<file path="src/rtl/digit_scan_sequencer.sv">
// digit_scan_sequencer
// Time-multiplexed display scan. Each digit slot is PRESCALE clocks: a
// BLANK_CYCLES blanking interval with o_digit_en low, then the lit window.
// The digit index and value only move while the digit is dark, so the
// segment lines never change under a lit digit. Digit data is snapshotted
// at each frame start so a frame never mixes old and new values.
module digit_scan_sequencer #(
    parameter int DATA_WIDTH   = 3,
    parameter int NUM_DIGITS   = 8,
    parameter int DIGIT_BITS   = 4,
    parameter int PRESCALE     = 1000,
    parameter int BLANK_CYCLES = 16
) (
    input  logic                             i_clk,
    input  logic                             i_rst_n,
    input  logic                             i_en,
    input  logic [NUM_DIGITS*DIGIT_BITS-1:0] i_digits,
    output logic [DATA_WIDTH-1:0]            o_digit_idx,
    output logic [DIGIT_BITS-1:0]            o_digit_val,
    output logic                             o_digit_en,
    output logic                             o_frame_start
);

    localparam int CNT_W = $clog2(PRESCALE);
    localparam int SNAP_W = NUM_DIGITS * DIGIT_BITS;

    localparam logic [CNT_W-1:0]      CNT_SLOT_LAST  = CNT_W'(PRESCALE - 1);
    localparam logic [CNT_W-1:0]      CNT_BLANK_LAST = CNT_W'(BLANK_CYCLES - 1);
    localparam logic [DATA_WIDTH-1:0] IDX_LAST       = DATA_WIDTH'(NUM_DIGITS - 1);

    typedef enum logic [1:0] {
        S_IDLE  = 2'd0,
        S_BLANK = 2'd1,
        S_SHOW  = 2'd2
    } state_t;

    state_t                  r_state;
    state_t                  w_state_nxt;

    logic [CNT_W-1:0]        r_cnt;
    logic [DATA_WIDTH-1:0]   r_idx;
    logic [DIGIT_BITS-1:0]   r_val;
    logic                    r_en;
    logic                    r_fs;
    logic [SNAP_W-1:0]       r_snap;

    logic [CNT_W-1:0]        w_cnt_nxt;
    logic [DATA_WIDTH-1:0]   w_idx_nxt;
    logic [DIGIT_BITS-1:0]   w_val_nxt;
    logic                    w_en_nxt;
    logic                    w_fs_nxt;
    logic [SNAP_W-1:0]       w_snap_nxt;

    logic                    w_slot_end;
    logic                    w_blank_end;
    logic                    w_wrap;
    logic [DATA_WIDTH-1:0]   w_idx_inc;
    logic [DIGIT_BITS-1:0]   w_next_val;

    assign w_slot_end  = (r_cnt == CNT_SLOT_LAST);
    assign w_blank_end = (r_cnt == CNT_BLANK_LAST);
    assign w_wrap      = (r_idx == IDX_LAST);
    assign w_idx_inc   = r_idx + DATA_WIDTH'(1);

    // Snapshot lookup for the digit that follows the current one; only used
    // when the slot does not wrap, so w_idx_inc is always a legal digit there.
    always_comb begin
        w_next_val = '0;
        for (int n = 0; n < NUM_DIGITS; n++) begin
            if (w_idx_inc == DATA_WIDTH'(n))
                w_next_val = r_snap[n*DIGIT_BITS +: DIGIT_BITS];
        end
    end

    // State register.
    always_ff @(posedge i_clk or negedge i_rst_n) begin
        if (!i_rst_n)
            r_state <= S_IDLE;
        else
            r_state <= w_state_nxt;
    end

    // Next-state logic; dropping i_en returns to IDLE from anywhere.
    always_comb begin
        w_state_nxt = r_state;
        if (!i_en) begin
            w_state_nxt = S_IDLE;
        end else begin
            case (r_state)
                S_IDLE:  w_state_nxt = S_BLANK;
                S_BLANK: if (w_blank_end) w_state_nxt = S_SHOW;
                S_SHOW:  if (w_slot_end)  w_state_nxt = S_BLANK;
                default: w_state_nxt = S_IDLE;
            endcase
        end
    end

    // Output/datapath next values; idx and val only move on the edge that
    // starts a new slot, which is also the edge where o_digit_en drops.
    always_comb begin
        w_cnt_nxt  = r_cnt;
        w_idx_nxt  = r_idx;
        w_val_nxt  = r_val;
        w_en_nxt   = r_en;
        w_fs_nxt   = 1'b0;
        w_snap_nxt = r_snap;
        if (!i_en) begin
            // Abort: everything visible goes back to its reset value and any
            // frame-start due on this edge is suppressed.
            w_cnt_nxt = '0;
            w_idx_nxt = '0;
            w_val_nxt = '0;
            w_en_nxt  = 1'b0;
        end else begin
            case (r_state)
                S_IDLE: begin
                    // Fresh start always begins a new frame from digit 0.
                    w_snap_nxt = i_digits;
                    w_idx_nxt  = '0;
                    w_val_nxt  = i_digits[DIGIT_BITS-1:0];
                    w_fs_nxt   = 1'b1;
                    w_cnt_nxt  = '0;
                    w_en_nxt   = 1'b0;
                end
                S_BLANK: begin
                    w_cnt_nxt = r_cnt + CNT_W'(1);
                    w_en_nxt  = w_blank_end;
                end
                S_SHOW: begin
                    if (w_slot_end) begin
                        w_cnt_nxt = '0;
                        w_en_nxt  = 1'b0;
                        if (w_wrap) begin
                            w_idx_nxt  = '0;
                            w_snap_nxt = i_digits;
                            w_val_nxt  = i_digits[DIGIT_BITS-1:0];
                            w_fs_nxt   = 1'b1;
                        end else begin
                            w_idx_nxt = w_idx_inc;
                            w_val_nxt = w_next_val;
                        end
                    end else begin
                        w_cnt_nxt = r_cnt + CNT_W'(1);
                        w_en_nxt  = 1'b1;
                    end
                end
                default: begin
                    w_cnt_nxt = '0;
                    w_idx_nxt = '0;
                    w_val_nxt = '0;
                    w_en_nxt  = 1'b0;
                end
            endcase
        end
    end

    // Registered outputs, slot counter and frame snapshot.
    always_ff @(posedge i_clk or negedge i_rst_n) begin
        if (!i_rst_n) begin
            r_cnt  <= '0;
            r_idx  <= '0;
            r_val  <= '0;
            r_en   <= 1'b0;
            r_fs   <= 1'b0;
            r_snap <= '0;
        end else begin
            r_cnt  <= w_cnt_nxt;
            r_idx  <= w_idx_nxt;
            r_val  <= w_val_nxt;
            r_en   <= w_en_nxt;
            r_fs   <= w_fs_nxt;
            r_snap <= w_snap_nxt;
        end
    end

    assign o_digit_idx   = r_idx;
    assign o_digit_val   = r_val;
    assign o_digit_en    = r_en;
    assign o_frame_start = r_fs;

endmodule
</file>
<file path="config.mk">
export PLATFORM = sky130hd
export DESIGN_NAME = digit_scan_sequencer
export DESIGN_NICKNAME = d
export VERILOG_FILES = /design/src/rtl/digit_scan_sequencer.sv
export SDC_FILE = /design/constraint.sdc
export NUM_CORES = 1
export LEC_CHECK = 0
export ABC_AREA = 1
export BUFFER_PORTS_ARGS = -buffer_cell sky130_fd_sc_hd__buf_4
export CAP_MARGIN = 10
export CORE_ASPECT_RATIO = 1.5
export CORE_UTILIZATION = 30
export CTS_BUF_LIST = sky130_fd_sc_hd__clkbuf_8
export DETAILED_ROUTE_END_ITERATION = 16
export GPL_TIMING_DRIVEN = 0
export PLACE_DENSITY_LB_ADDON = 0.15
export SYNTH_ARGS = -nofsm -noshare
export SYNTH_HDL_FRONTEND = slang
export SYNTH_SLANG_ARGS = --single-unit
export TNS_END_PERCENT = 100
</file>
<file path="constraint.sdc">
create_clock -name i_clk -period 4.29 [get_ports i_clk]
set_input_delay 0.6435 -clock i_clk [delete_from_list [all_inputs] [get_ports i_clk]]
set_output_delay 0.6435 -clock i_clk [all_outputs]
set_load 0.02 [all_outputs]
</file>
==> impl_metrics.json <==
{
  "hpwlAfterDp_um": 4880,
  "finalPower_mw": 1.20,
  "worst_pin_slew_ps": 687,
  "tritoncts": "built",
  "synth_top_area_share_pct": 45.8,
  "crit_path_start_kind": "flop",
  "hold_path.class": "in2async",
  "cts_resized": 0,
  "arrival_ps": 2530,
  "clockBufferDepth": 2,
  "yosysMostFrequentCell": "nand2_1",
  "grt_start_max_net_pins": 54,
  "rsz0062_at_grt": "no",
  "r2r-start": "o_digit_idx[0]",
  "post-route-min-period_ps": 2320,
  "synth.cells.most_frequent": "nand2_1 (93), dfrtp_1 (53), inv_1 (51)",
  "vias": 2242,
  "yosys.area.top_type": "dfrtp_1",
  "grt_overflow_total": 0,
  "fillers": 1011,
  "finClkSkew_ps": 6.47,
  "cp_max_fo": 8,
  "hold_viol": 0,
  "nNetsFinal": 445,
  "crit_required_ps": 4500,
  "htree_levels": 2,
  "holdWs_ps": 367,
  "wirelength_um": 6460,
  "grt_pass1_vias": 2299,
  "ys_warn_count": 0,
  "tns_ps": 0,
  "report.final.slew_viol_count": 0,
  "synth-seq-cells": 53,
  "dieArea_um2": 10100,
  "utilization_pct": 37.4,
  "synth_area_leaders": "dfrtp_1 (46%), nand2_1 (12%), mux2_4 (7.3%)",
  "clkTransAtPathRegs_ps": 100,
  "critical_path_class": "reg2reg",
  "area_growth_pct": 20.0,
  "endpoint_kind": "flop",
  "powerDensity_nw_per_um2": 347,
  "dpl_worst_slack_ps": 1970,
  "synth_cells": 348,
  "ys_types": 26,
  "slew_headroom_pct": 54.2,
  "first_pass_iters": 4,
  "die-height_um": 122,
  "grt_first_pass_wirelength_um": 10700,
  "cp_common_cell": "nand2_1",
  "reg2regPathDepth": 16,
  "cts_hold_buf": 0,
  "synth_area_per_cell_um2": 8.33,
  "drt_iter0_drc": 79,
  "clk_latency_ps": 310,
  "antenna_found_initial": 0,
  "setup_ws_ps": 1970,
  "max_stage_delay_ps": 440,
  "status": "finished clean",
  "wl_per_cell_um": 12.6,
  "drcViolationCount": 0,
  "post-route-period-util_pct": 54.0,
  "port_buffers": 43,
  "synth_nets": 395,
  "ys_async_sr_fraction_pct": 100,
  "initial_core_util_pct": 31.1,
  "peakVddDrop_v": 0.000166,
  "path_cells": "ha_1 -> ha_1 -> inv_1 -> nand2_1 -> o21ai_0 -> inv_1 -> nand2_1 -> nand2_1 -> nand2_1 -> nand2_1 -> nand2_1 -> nand2_1 -> nand2_1 -> nand2_1 -> nand2_1 -> nand2_1",
  "max_clock_freq_mhz": 432,
  "cts_sinks": 53,
  "postCtsSetupBuffers": 0,
  "diodes": 0,
  "synthFlopType": "dfrtp_1",
  "grt_usage_pct": 14.4,
  "cts_buffers": 5,
  "cp_top_family": "simple AND/OR/NAND/NOR gates",
  "drive_above_1_share_pct": 20.3,
  "setup-violations-final": 0,
  "netlist_area_um2": 2900,
  "cp_num_buf_inv": 2,
  "leakage_nw": 1.82,
  "drtAntennaViolNets": 0,
  "synth_edf_count": 0,
  "cts_root_buffer": "clkbuf_8",
  "viasPerCell": 4.39,
  "num_io_pins": 44,
  "core_area_um2": 9310,
  "r2r-end": "o_digit_val[1]",
  "regArea_um2": 1330,
  "max_cap_violations": 0,
  "rows": 43,
  "place_congestion": 0.814,
  "die-width_um": 82.2,
  "multi_input_area_um2": 1330,
  "ys_seq_area_share_pct": 45.8,
  "slowest_stage": "dfrtp_1",
  "r2r_setup_slack_ps": 1970
}
-- worst max path at each step --
stage	startpoint	endpoint	depth (start not counted)
finish	o_digit_idx[0]	o_digit_val[1]	16
CTS	o_digit_idx[0]	o_digit_val[0]	16
floorplan	o_digit_idx[0]	o_digit_val[0]	16
global placement	o_digit_idx[0]	o_digit_val[0]	16
global route	o_digit_idx[0]	o_digit_val[0]	16
detailed placement	o_digit_idx[0]	o_digit_val[0]	16
-- cell families after synthesis --
kind of cell    count (synthesis)  share of synthesized area, %
compound gates                 37                          6.48
fa+ha+maj                      12                          5.18
mux                            19                          9.20
flops                          53                          45.8
xor+xnor                        5                          1.51
buf+inv                        59                          8.29
simple gates                  163                          23.6
-- layer usage --
metal	up-vias	track usage, %	share of wire (%)
met5	-	0	0
met4	0	4.93	1.4
met3	8	2.90	3.7
met2	30	25.6	53
met1	1026	16.8	42
li1	1178	-	-
-- where the power goes --
| part | internal [mW] | leakage, nW | total, mW | switching [mW] |
|---|---|---|---|---|
| Clock | 0.188 | 0.0626 | 0.356 | 0.168 |
| Combinational | 0.121 | 1.10 | 0.239 | 0.117 |
| Sequential | 0.570 | 0.658 | 0.610 | 0.0398 |
-- layout by cell type (no fill, tap or decap) --
cell / instances
nand2_1: 93
inv_2: 3
mux2_2: 5
nand2_4: 1
nand2_2: 2
nand3_1: 16
o21a_1: 1
or2_2: 1
nor3_1: 3
buf_6: 2
clkbuf_1: 2
o21ai_0: 19
dfrtp_1: 53
nor3b_4: 1
nand4_1: 2
clkbuf_8: 6
nor3b_1: 1
xor2_1: 4
nor2_1: 41
bufinv_16: 1
buf_4: 44
xnor2_1: 1
inv_1: 52
nor3_2: 1
nor4_1: 1
ha_1: 12
mux2_4: 14
a21oi_1: 17
-- state kept, by name, indices dropped and copies added, names as in the netlist --
register and count:
o_digit_en 1, r_state 2, o_digit_idx 3, r_cnt 10, o_frame_start 1, r_snap 32
o_digit_val 4
-- cell type report --
type / count / area share [%]
Multi-Input combinational cell: 236 / 38.3
Inverter: 54 / 5.83
Tap cell: 112 / 4.03
Sequential cell: 53 / 38.1
Buffer: 5 / 1.08
Clock inverter: 2 / 0.972
Timing Repair Buffer: 43 / 9.28
Clock buffer: 6 / 2.37
-- stage by stage --
stage | area (um2) | std cells
2_1_floorplan | 2900 | 348
3_3_place_gp | 3360 | 503
3_5_place_dp | 3360 | 503
4_1_cts | 3480 | 511
5_1_grt | 3480 | 511
6_report | 3480 | 511
Power figures use the tool's default switching activity.
